==> src/rtl/turn_executor_if.sv <==
// rtl/turn_executor_if.sv - turn-command bus between command logic and turn executor
//
// Purpose: bundles the command-side request levels and the executor's
// steering/status outputs so both ends share one typed connection.
// Signals:
//   enable             command -> executor  block enable
//   trigger_turn_left  command -> executor  turn-left request level
//   trigger_turn_right command -> executor  turn-right request level
//   trigger_turn_back  command -> executor  turn-around request level
//   move_forward       command -> executor  forward request
//   is_turning         executor -> command  turn in progress
//   out_turn_left      executor -> motion   steer-left drive
//   out_turn_right     executor -> motion   steer-right drive
//   out_move_forward   executor -> motion   gated forward drive
//   out_state[2:0]     executor -> debug    current state encoding
interface turn_executor_if;
  logic       enable;
  logic       trigger_turn_left;
  logic       trigger_turn_right;
  logic       trigger_turn_back;
  logic       move_forward;
  logic       is_turning;
  logic       out_turn_left;
  logic       out_turn_right;
  logic       out_move_forward;
  logic [2:0] out_state;

  modport master (
    output enable, trigger_turn_left, trigger_turn_right, trigger_turn_back, move_forward,
    input  is_turning, out_turn_left, out_turn_right, out_move_forward, out_state
  );

  modport slave (
    input  enable, trigger_turn_left, trigger_turn_right, trigger_turn_back, move_forward,
    output is_turning, out_turn_left, out_turn_right, out_move_forward, out_state
  );
endinterface

==> src/rtl/turn_executor.sv <==
// rtl/turn_executor.sv - qualifies a turn trigger and runs a timed in-place rotation
//
// Purpose: responder side of the turn-command interface. A single trigger held
// for CONFIRM_TIME cycles starts a rotation (TURN_90_TIME cycles, doubled for a
// back turn), followed by SETTLE_TIME cycles with steering released, then the
// block waits for all triggers to drop before it can accept another turn.
// Ports:
//   clk    500 Hz system tick, rising edge
//   rst_n  asynchronous active-low reset
//   bus    turn_executor_if.slave (triggers/enable/forward in, steering/status out)
module turn_executor #(
  parameter int CONFIRM_TIME = 10,
  parameter int TURN_90_TIME = 450,
  parameter int SETTLE_TIME  = 25,
  parameter int CNT_W        = 16
) (
  input  logic            clk,
  input  logic            rst_n,
  turn_executor_if.slave  bus
);

  typedef enum logic [2:0] {
    ST_IDLE    = 3'b000,
    ST_CONFIRM = 3'b001,
    ST_ROTATE  = 3'b010,
    ST_SETTLE  = 3'b011,
    ST_REARM   = 3'b100
  } state_t;

  typedef enum logic [1:0] {
    DIR_L = 2'd0,
    DIR_R = 2'd1,
    DIR_B = 2'd2
  } dir_t;

  localparam logic [CNT_W-1:0] CONF_LAST   = CNT_W'(CONFIRM_TIME - 1);
  localparam logic [CNT_W-1:0] TURN_LAST   = CNT_W'(TURN_90_TIME - 1);
  localparam logic [CNT_W-1:0] BACK_LAST   = CNT_W'(2 * TURN_90_TIME - 1);
  localparam logic [CNT_W-1:0] SETTLE_LAST = CNT_W'(SETTLE_TIME - 1);

  state_t           state;
  dir_t             dir;
  logic [CNT_W-1:0] cnt;

  logic [2:0]       trig_vec;
  logic             trig_single;
  logic             trig_none;
  dir_t             trig_dir;
  logic [CNT_W-1:0] rot_last;

  always_comb begin
    trig_vec    = {bus.trigger_turn_back, bus.trigger_turn_right, bus.trigger_turn_left};
    trig_single = (trig_vec == 3'b001) || (trig_vec == 3'b010) || (trig_vec == 3'b100);
    trig_none   = (trig_vec == 3'b000);
    trig_dir    = DIR_L;
    case (trig_vec)
      3'b010:  trig_dir = DIR_R;
      3'b100:  trig_dir = DIR_B;
      default: trig_dir = DIR_L;
    endcase
    // A back turn is simply a right rotation held twice as long.
    rot_last = (dir == DIR_B) ? BACK_LAST : TURN_LAST;
  end

  always_ff @(posedge clk or negedge rst_n) begin
    if (!rst_n) begin
      state <= ST_IDLE;
      dir   <= DIR_L;
      cnt   <= '0;
    end else if (!bus.enable) begin
      state <= ST_IDLE;
      cnt   <= '0;
    end else begin
      case (state)
        ST_IDLE: begin
          if (trig_single) begin
            dir   <= trig_dir;
            cnt   <= '0;
            state <= ST_CONFIRM;
          end
        end
        ST_CONFIRM: begin
          // Any change of the request while qualifying cancels the turn.
          if (!trig_single || (trig_dir != dir)) begin
            cnt   <= '0;
            state <= ST_IDLE;
          end else if (cnt == CONF_LAST) begin
            cnt   <= '0;
            state <= ST_ROTATE;
          end else begin
            cnt <= cnt + 1'b1;
          end
        end
        ST_ROTATE: begin
          if (cnt == rot_last) begin
            cnt   <= '0;
            state <= ST_SETTLE;
          end else begin
            cnt <= cnt + 1'b1;
          end
        end
        ST_SETTLE: begin
          if (cnt == SETTLE_LAST) begin
            cnt   <= '0;
            state <= ST_REARM;
          end else begin
            cnt <= cnt + 1'b1;
          end
        end
        ST_REARM: begin
          // A trigger still held from the finished turn must drop first.
          if (trig_none) begin
            cnt   <= '0;
            state <= ST_IDLE;
          end
        end
        default: begin
          cnt   <= '0;
          state <= ST_IDLE;
        end
      endcase
    end
  end

  assign bus.out_state        = state;
  assign bus.is_turning       = (state == ST_ROTATE) || (state == ST_SETTLE);
  assign bus.out_turn_left    = (state == ST_ROTATE) && (dir == DIR_L);
  assign bus.out_turn_right   = (state == ST_ROTATE) && (dir != DIR_L);
  assign bus.out_move_forward = bus.move_forward && ((state == ST_IDLE) || (state == ST_REARM));

endmodule

==> src/flat_wrapper.sv <==
// flat-port wrapper written by rule: the top's interface ports become plain ports
module turn_executor_flat 
#(
  parameter int CONFIRM_TIME = 10,
  parameter int TURN_90_TIME = 450,
  parameter int SETTLE_TIME  = 25,
  parameter int CNT_W        = 16
)
  (clk, rst_n, bus_enable, bus_trigger_turn_left, bus_trigger_turn_right, bus_trigger_turn_back, bus_move_forward, bus_is_turning, bus_out_turn_left, bus_out_turn_right, bus_out_move_forward, bus_out_state);
  turn_executor_if bus_i ();
  input  logic clk;
  input  logic rst_n;
  input wire logic [$bits(bus_i.enable)-1:0] bus_enable;
  input wire logic [$bits(bus_i.trigger_turn_left)-1:0] bus_trigger_turn_left;
  input wire logic [$bits(bus_i.trigger_turn_right)-1:0] bus_trigger_turn_right;
  input wire logic [$bits(bus_i.trigger_turn_back)-1:0] bus_trigger_turn_back;
  input wire logic [$bits(bus_i.move_forward)-1:0] bus_move_forward;
  output wire logic [$bits(bus_i.is_turning)-1:0] bus_is_turning;
  output wire logic [$bits(bus_i.out_turn_left)-1:0] bus_out_turn_left;
  output wire logic [$bits(bus_i.out_turn_right)-1:0] bus_out_turn_right;
  output wire logic [$bits(bus_i.out_move_forward)-1:0] bus_out_move_forward;
  output wire logic [$bits(bus_i.out_state)-1:0] bus_out_state;
  assign bus_i.enable = bus_enable;
  assign bus_i.trigger_turn_left = bus_trigger_turn_left;
  assign bus_i.trigger_turn_right = bus_trigger_turn_right;
  assign bus_i.trigger_turn_back = bus_trigger_turn_back;
  assign bus_i.move_forward = bus_move_forward;
  assign bus_is_turning = bus_i.is_turning;
  assign bus_out_turn_left = bus_i.out_turn_left;
  assign bus_out_turn_right = bus_i.out_turn_right;
  assign bus_out_move_forward = bus_i.out_move_forward;
  assign bus_out_state = bus_i.out_state;
  turn_executor #(.CONFIRM_TIME(CONFIRM_TIME), .TURN_90_TIME(TURN_90_TIME), .SETTLE_TIME(SETTLE_TIME), .CNT_W(CNT_W)) u_core (.clk(clk), .rst_n(rst_n), .bus(bus_i));
endmodule
==> config.mk <==
export PLATFORM = sky130hd
export DESIGN_NAME = turn_executor_flat
export DESIGN_NICKNAME = d
export VERILOG_FILES = /design/src/rtl/turn_executor_if.sv /design/src/rtl/turn_executor.sv /design/src/flat_wrapper.sv
export SDC_FILE = /design/constraint.sdc
export NUM_CORES = 1
export LEC_CHECK = 0
export ABC_CLOCK_PERIOD_IN_PS = 5930
export CORE_MARGIN = 2
export CORE_UTILIZATION = 61
export DETAILED_ROUTE_END_ITERATION = 6
export PLACE_DENSITY = 0.84
export SLEW_MARGIN = 20
export SYNTH_ARGS = -nofsm -noshare
export SYNTH_HDL_FRONTEND = slang
export SYNTH_SLANG_ARGS = --single-unit
==> constraint.sdc <==
create_clock -name clk -period 5.93 [get_ports clk]
set_clock_uncertainty 0.1 [all_clocks]
set_input_delay 0.8895 -clock clk [delete_from_list [all_inputs] [get_ports clk]]
set_output_delay 0.8895 -clock clk [all_outputs]
set_load 0.005 [all_outputs]
==> flow_summary.yaml <==
outcome:
  outcome: "finished, final reports clean"
clock_tree:
  ctsHoldBuffers: 0
  clock_sinks: 21
  post_cts_resized: 0
  clk_latency_ns: 0.31
  cts_tree: "yes"
  cts_htree_levels: 1
  clk_pin_slew_worst_paths_ns: 0.11
  cts-root-buf: "clkbuf_4"
  clockBufferDepth: 2
  cts_setup_buffers: 0
  cts_buffers: 3
floorplanning:
  die_y_um: 54.6
  die_area_um2: 2980
  start_util: 0.637
  rows: 18
  io_pins: 14
  coreArea_um2: 2450
  die_w_um: 54.6
critical_path:
  critPathMaxFanout: 13
  r2r_cells: 6
  critPathKind: "primary input to flip-flop"
  cp.arrival_ns: 3.37
  r2r_start: "u_core.cnt[12]"
  rrSetupSlack_ns: 3.33
  rr_endpoint: "u_core.cnt[5]"
  endpoint_kind: "flip-flop"
  cp-start-kind: "primary input"
  critical_path_required_ns: 6.04
placed_design:
  numPortBuffers: 13
  dp_cells: 212
  place_congestion: 0.892
  hpwl_um: 2850
global_routing:
  grt.total_usage: 0.287
  grt_overflow: 0
  grt_pass1_vias: 1316
  grt_max_degree: 22
  antenna_found_initial: 0
  grt_pass1_wl_um: 6100
routing:
  drt_first_pass_iters: 4
  vias: 1458
  routed_wl_um: 3870
  ant_nets: 0
  dr.first_iter.drc_count: 50
  vias_per_cell: 6.75
  wl_per_cell_um: 17.9
  drc: 0
sta:
  finalHoldViolCount: 0
  finalCritPeriodShare: 0.550
  period_needed_ns: 3.26
  relSlewSlack: 0.379
  rsz0062_at_grt: "false"
  setup_viol: 0
  worstMarginPinSlew_ns: 0.929
  drv_slew: 0
  whs_ns: 0.434
  tns_ns: 0
  fmax_mhz: 307
synthesis:
  syn_avg_cell_area_um2: 8.74
  synth_seq_cells: 21
  synthFlopType: "dfrtp_1"
  syn_inst: 179
  yosysMostFrequentCell: "dfrtp_1"
  syn-num-nets: 189
  seq_area_frac_synth: 0.336
  synth-edff-count: 0
  yosysTopAreaCellShare: 0.336
  synthDistinctLibCells: 53
  syn_area_um2: 1560
  netlist.top_cell.by_area: "dfrtp_1"
  synthTopCellsByArea: "dfrtp_1 34%, nand2_1 4.6%, o31ai_2 3.2%"
  ys_warn_count: 0
  synth-async-reset-ratio: 1.00
  ys_top_cells_by_count: "21 x dfrtp_1, 19 x nand2_1, 13 x nor2_1"
final_layout:
  final_nets: 197
  ff_latch_area_um2: 526
  drive_gt1_frac: 0.102
  instances_no_fill: 216
  fillers: 208
  multi_input_comb_area_um2: 965
  antenna_cells: 0
  area_delta_synth_final_pct: 8.64
power_and_ir_drop:
  leakage_uw: 0.000631
  finalPower_uw: 376
  powerDensity_nw_per_um2: 221
  max-vdd-ir-drop_mv: 0.178
min_path:
  holdPathStages: 1
  whs_endpoint: "u_core.cnt[14]"
  holdCritPathClass: "flip-flop to flip-flop"
  hp-start: "u_core.cnt[14]"
flow_run:
  maxCapViolCount: 0
-- cell type report --
cell class / instances / share of cell area
multi-input combinational: 144 / 0.568
sequential: 21 / 0.309
timing repair buffer: 13 / 0.0766
tap: 30 / 0.0221
clock buffer: 4 / 0.0155
inverter: 4 / 0.00884
-- per-stage QoR --
stage                     utilization  worst slack (ns)  instance area, um2
after global routing            0.692              2.52                1700
after CTS                       0.692              2.69                1700
after floorplan                     -              3.41                1560
after detailed placement        0.681              2.38                1670
final                           0.692              2.67                1700
after global placement          0.681              2.49                1670
-- logic make-up (layout without fill, tap and decap cells) --
kind of cell,count (synthesis),in the layout,share of synthesized area
fa+ha+maj,3,3,0.0240
compound gates,57,57,0.297
simple gates,82,82,0.285
xor+xnor,2,2,0.0112
buf+inv,14,21,0.0472
flops,21,21,0.336
-- how the worst max path moves through the flow --
stage | cells past startpoint | slack, ns | to | from
final | 7 | 2.67 | u_core.cnt[14] | bus_trigger_turn_right
after global routing | 7 | 2.52 | u_core.cnt[14] | bus_trigger_turn_right
after CTS | 7 | 2.69 | u_core.cnt[14] | bus_trigger_turn_right
after detailed placement | 7 | 2.38 | u_core.cnt[14] | bus_trigger_turn_left
after global placement | 7 | 2.49 | u_core.cnt[14] | bus_trigger_turn_left
after floorplan | 8 | 3.41 | u_core.bus.out_state[1] | bus_trigger_turn_right
-- worst max-delay path: stages --
cell and delay, ns:
clkdlybuf4s50_1 0.56, or3b_1 0.49, nor3_2 0.15, o211ai_2 0.14, o21ai_2 0.52, nor2_2 0.28, o41ai_2 0.34
-- where the power goes --
| group | total (uW) | leakage, uW | switching (uW) | internal, uW |
|---|---|---|---|---|
| Clock | 69.9 | 0.0000150 | 43.6 | 26.3 |
| Sequential | 185 | 0.000286 | 29.5 | 156 |
| Combinational | 121 | 0.000330 | 67.6 | 53.0 |
| Total | 376 | 0.000631 | 141 | 235 |
-- cell usage in the layout (no fill, tap or decap), drive strengths merged, types with 3 or more instances in the layout --
master	synthesis	final
nand3	9	9
clkdlybuf4s50	0	13
o32ai	3	3
o311ai	3	3
and3	5	5
o221ai	4	4
a21oi	6	6
dfrtp	21	21
o21ai	15	15
o31ai	8	8
nand2b	6	6
nor2	15	15
inv	4	4
nand2	19	19
and2	3	3
clkbuf	2	4
o211ai	4	4
nor3	8	8
nand4	3	3
ha	3	3
-- layer usage --
layer / vias to the layer above / wire [um] / global-route usage / part of all wire
met4: 0 / 72 / 0.129 / 0.019
met1: 697 / 1650 / 0.359 / 0.43
met3: 10 / 185 / 0.0273 / 0.048
met2: 50 / 1960 / 0.496 / 0.51
li1: 701 / - / - / -
met5: - / 0 / 0 / 0
-- registers in the layout, summed over array words and instances, names as in the netlist --
signal and flops:
u_core.cnt 16, u_core.dir 2, u_core.bus.out_state 3
Power figures use the tool's default switching activity.
==> edit (same flow settings) <==
`SETTLE_TIME` is set to 25 in 2 places; all go to 18.
--- a/src/rtl/turn_executor.sv
+++ b/src/rtl/turn_executor.sv
@@ -13,3 +13,3 @@
   parameter int TURN_90_TIME = 450,
-  parameter int SETTLE_TIME  = 25,
+  parameter int SETTLE_TIME  = 18,
   parameter int CNT_W        = 16
--- a/src/flat_wrapper.sv
+++ b/src/flat_wrapper.sv
@@ -5,3 +5,3 @@
   parameter int TURN_90_TIME = 450,
-  parameter int SETTLE_TIME  = 25,
+  parameter int SETTLE_TIME  = 18,
   parameter int CNT_W        = 16
Function: no difference found for any inputs over 10 cycles, from zero or initial values and one cycle with rst_n low; that may be too few to reach the edited logic, so the function may still have changed.
==> edit against the unedited design <==
Area after synthesis down 3.0%; final area down 5.2%; power up 8.7%; wire length down 12%; sequential cell count unchanged; maximum frequency down 7.3%; count of clock-buffer cells in the layout unchanged; setup slack worse by 0.26 ns; largest power group unchanged; highest routed layer unchanged.
==> edit: results (changes against the unedited design) <==
| Metric | Value |
|---|---|
| Commonest cells in the synthesized netlist | `a31oi_1, dfrtp_1, nand2_1, nand3b_1, a21oi_1 (was dfrtp_1, nand2_1, nor2_1, nand3_1, o21ai_0)` |
| Max clock buf depth | `2 (unchanged)` |
| Routed WL | `3420 um (was 3870 um)` |
| CP arrival | `3.65 ns (was 3.37 ns)` |
| Leakage power | `0.609 nW (was 0.631 nW)` |
| Yosys cell types | `48 (was 53)` |
| Vias in the first global route | `1242 (was 1316)` |
| Mapped Nets | `173 (was 189)` |
| GRT Util Overall | `26.1% (was 28.7%)` |
| Register area share after synthesis | `34.7% (was 33.6%)` |
| Initial DRT Pass Iterations | `4 (unchanged)` |
| Status | `finished clean (unchanged)` |
| Yosys warnings | `0 (unchanged)` |
| Vias/cell | `6.88 (was 6.75)` |
| Reg clk slew, reported paths | `0.11 ns (about the same)` |
| Largest cells by area after synthesis | `dfrtp_1, a31oi_1, nand3b_1, nand2_1, a21oi_1 (was dfrtp_1, nand2_1, o31ai_2, nor2_1, nand3_1)` |
| CTS Buf Count | `3 (unchanged)` |
| Setup Buffers After CTS | `0 (unchanged)` |
| Gpl congestion | `0.798 (was 0.892)` |
| Total Nets Final | `180 (was 197)` |
| Reg2reg setup slack | `3.05 ns (was 3.33 ns)` |
| N_diodes | `0 (unchanged)` |
| CP Launch Point | `bus_trigger_turn_left (was bus_trigger_turn_right)` |
| Detailed placement HPWL | `2330 um (was 2850 um)` |
| Fillers | `188 (was 208)` |
| Reg2Reg Launch Point | `u_core.cnt[2] (was u_core.cnt[12])` |
| Critical path fanouts, max | `29 (was 13)` |
| Largest net degree at the start of global routing | `32 (was 22)` |
| Number of antenna violations at the first check in global routing | `0 (unchanged)` |
| Place WS | `2.13 ns (was 2.38 ns)` |
| Critical R2R Capture | `u_core.cnt[10] (was u_core.cnt[5])` |
| Fraction of registers with async set/reset | `100% (unchanged)` |
| IR Drop Worst-Case VDD | `0.000214 V (was 0.000178 V)` |
| Clk root buf | `clkbuf_4 (unchanged)` |
| Setup crit end | `u_core.cnt[14] (unchanged)` |
| Worst-margin pin slew | `1.09 ns (was 0.929 ns)` |
| Share of cells above drive strength 1 | `12.4% (was 10.2%)` |
| Worst-skew pair later-pin latency | `0.31 ns (about the same)` |
| Part of the cycle the worst path needs | `59.3% (was 55.0%)` |
| First-pass GRT wire length | `5600 um (was 6100 um)` |
| Drt initial violations | `45 (was 50)` |
==> edit: cell count changes in the layout (fill, tap and decap cells not counted), sizes merged, moves of 4 or more <==
cell | before | now
a31oi | 0 | 23
nand2b | 6 | 2
nor2 | 15 | 5
nand3b | 1 | 11
o21ai | 15 | 2
o31ai | 8 | 3
nand2 | 19 | 14
==> edit: where the power goes <==
part           total [mW]  switching, mW  internal (mW)
sequential          0.184         0.0274          0.157
clock              0.0721         0.0458         0.0263
combinational       0.153         0.0916         0.0609
==> edit: per-layer routing <==
metal	vias to the layer above	global-route usage [%]	share of wire (%)
li1	657	-	-
met1	668	35.6	44
met2	43	40.4	50
met3	8	4.72	4.6
met4	0	10.7	1.3
met5	-	0	0
==> edit: worst min-delay path by stage <==
stage,start,endpoint,slack (ns)
floorplan,u_core.cnt[15],u_core.cnt[15],0.37
global placement,u_core.cnt[15],u_core.cnt[15],0.40
detailed placement,u_core.cnt[15],u_core.cnt[15],0.41
CTS,u_core.cnt[15],u_core.cnt[15],0.42
global route,u_core.cnt[15],u_core.cnt[15],0.44
finish,u_core.cnt[15],u_core.cnt[15],0.42
==> edit: cell type report <==
type,count,share of cell area (%)
clock buffer,4,1.63
inverter,3,0.699
multi-input combinational,128,54.2
sequential,21,32.6
tap,30,2.33
timing repair buffer,14,8.55
==> edit: kinds of logic after synthesis <==
family                     after synthesis  synth area share (%)
DFF                                     21                  34.7
xor gates and xnor gates                 1                 0.578
buffers and inverters                   15                  8.17
and+or+nand+nor                         75                  32.3
adders and majority gates                2                  1.65
AOI/OAI and AO/OA                       50                  22.7
==> edit: metrics by stage <==
stage	std cells	cell area, um2
final	200	1610
after floorplan	164	1520
after detailed placement	196	1580
after global routing	200	1610
after global placement	196	1580
after CTS	200	1610
==> edit: critical path: stages <==
cell             delay [ns]
clkdlybuf4s50_1        0.57
inv_2                  0.07
or3_4                  0.40
o31ai_2                0.34
a221o_1                0.94
a41oi_1                0.24
a31oi_1                0.20
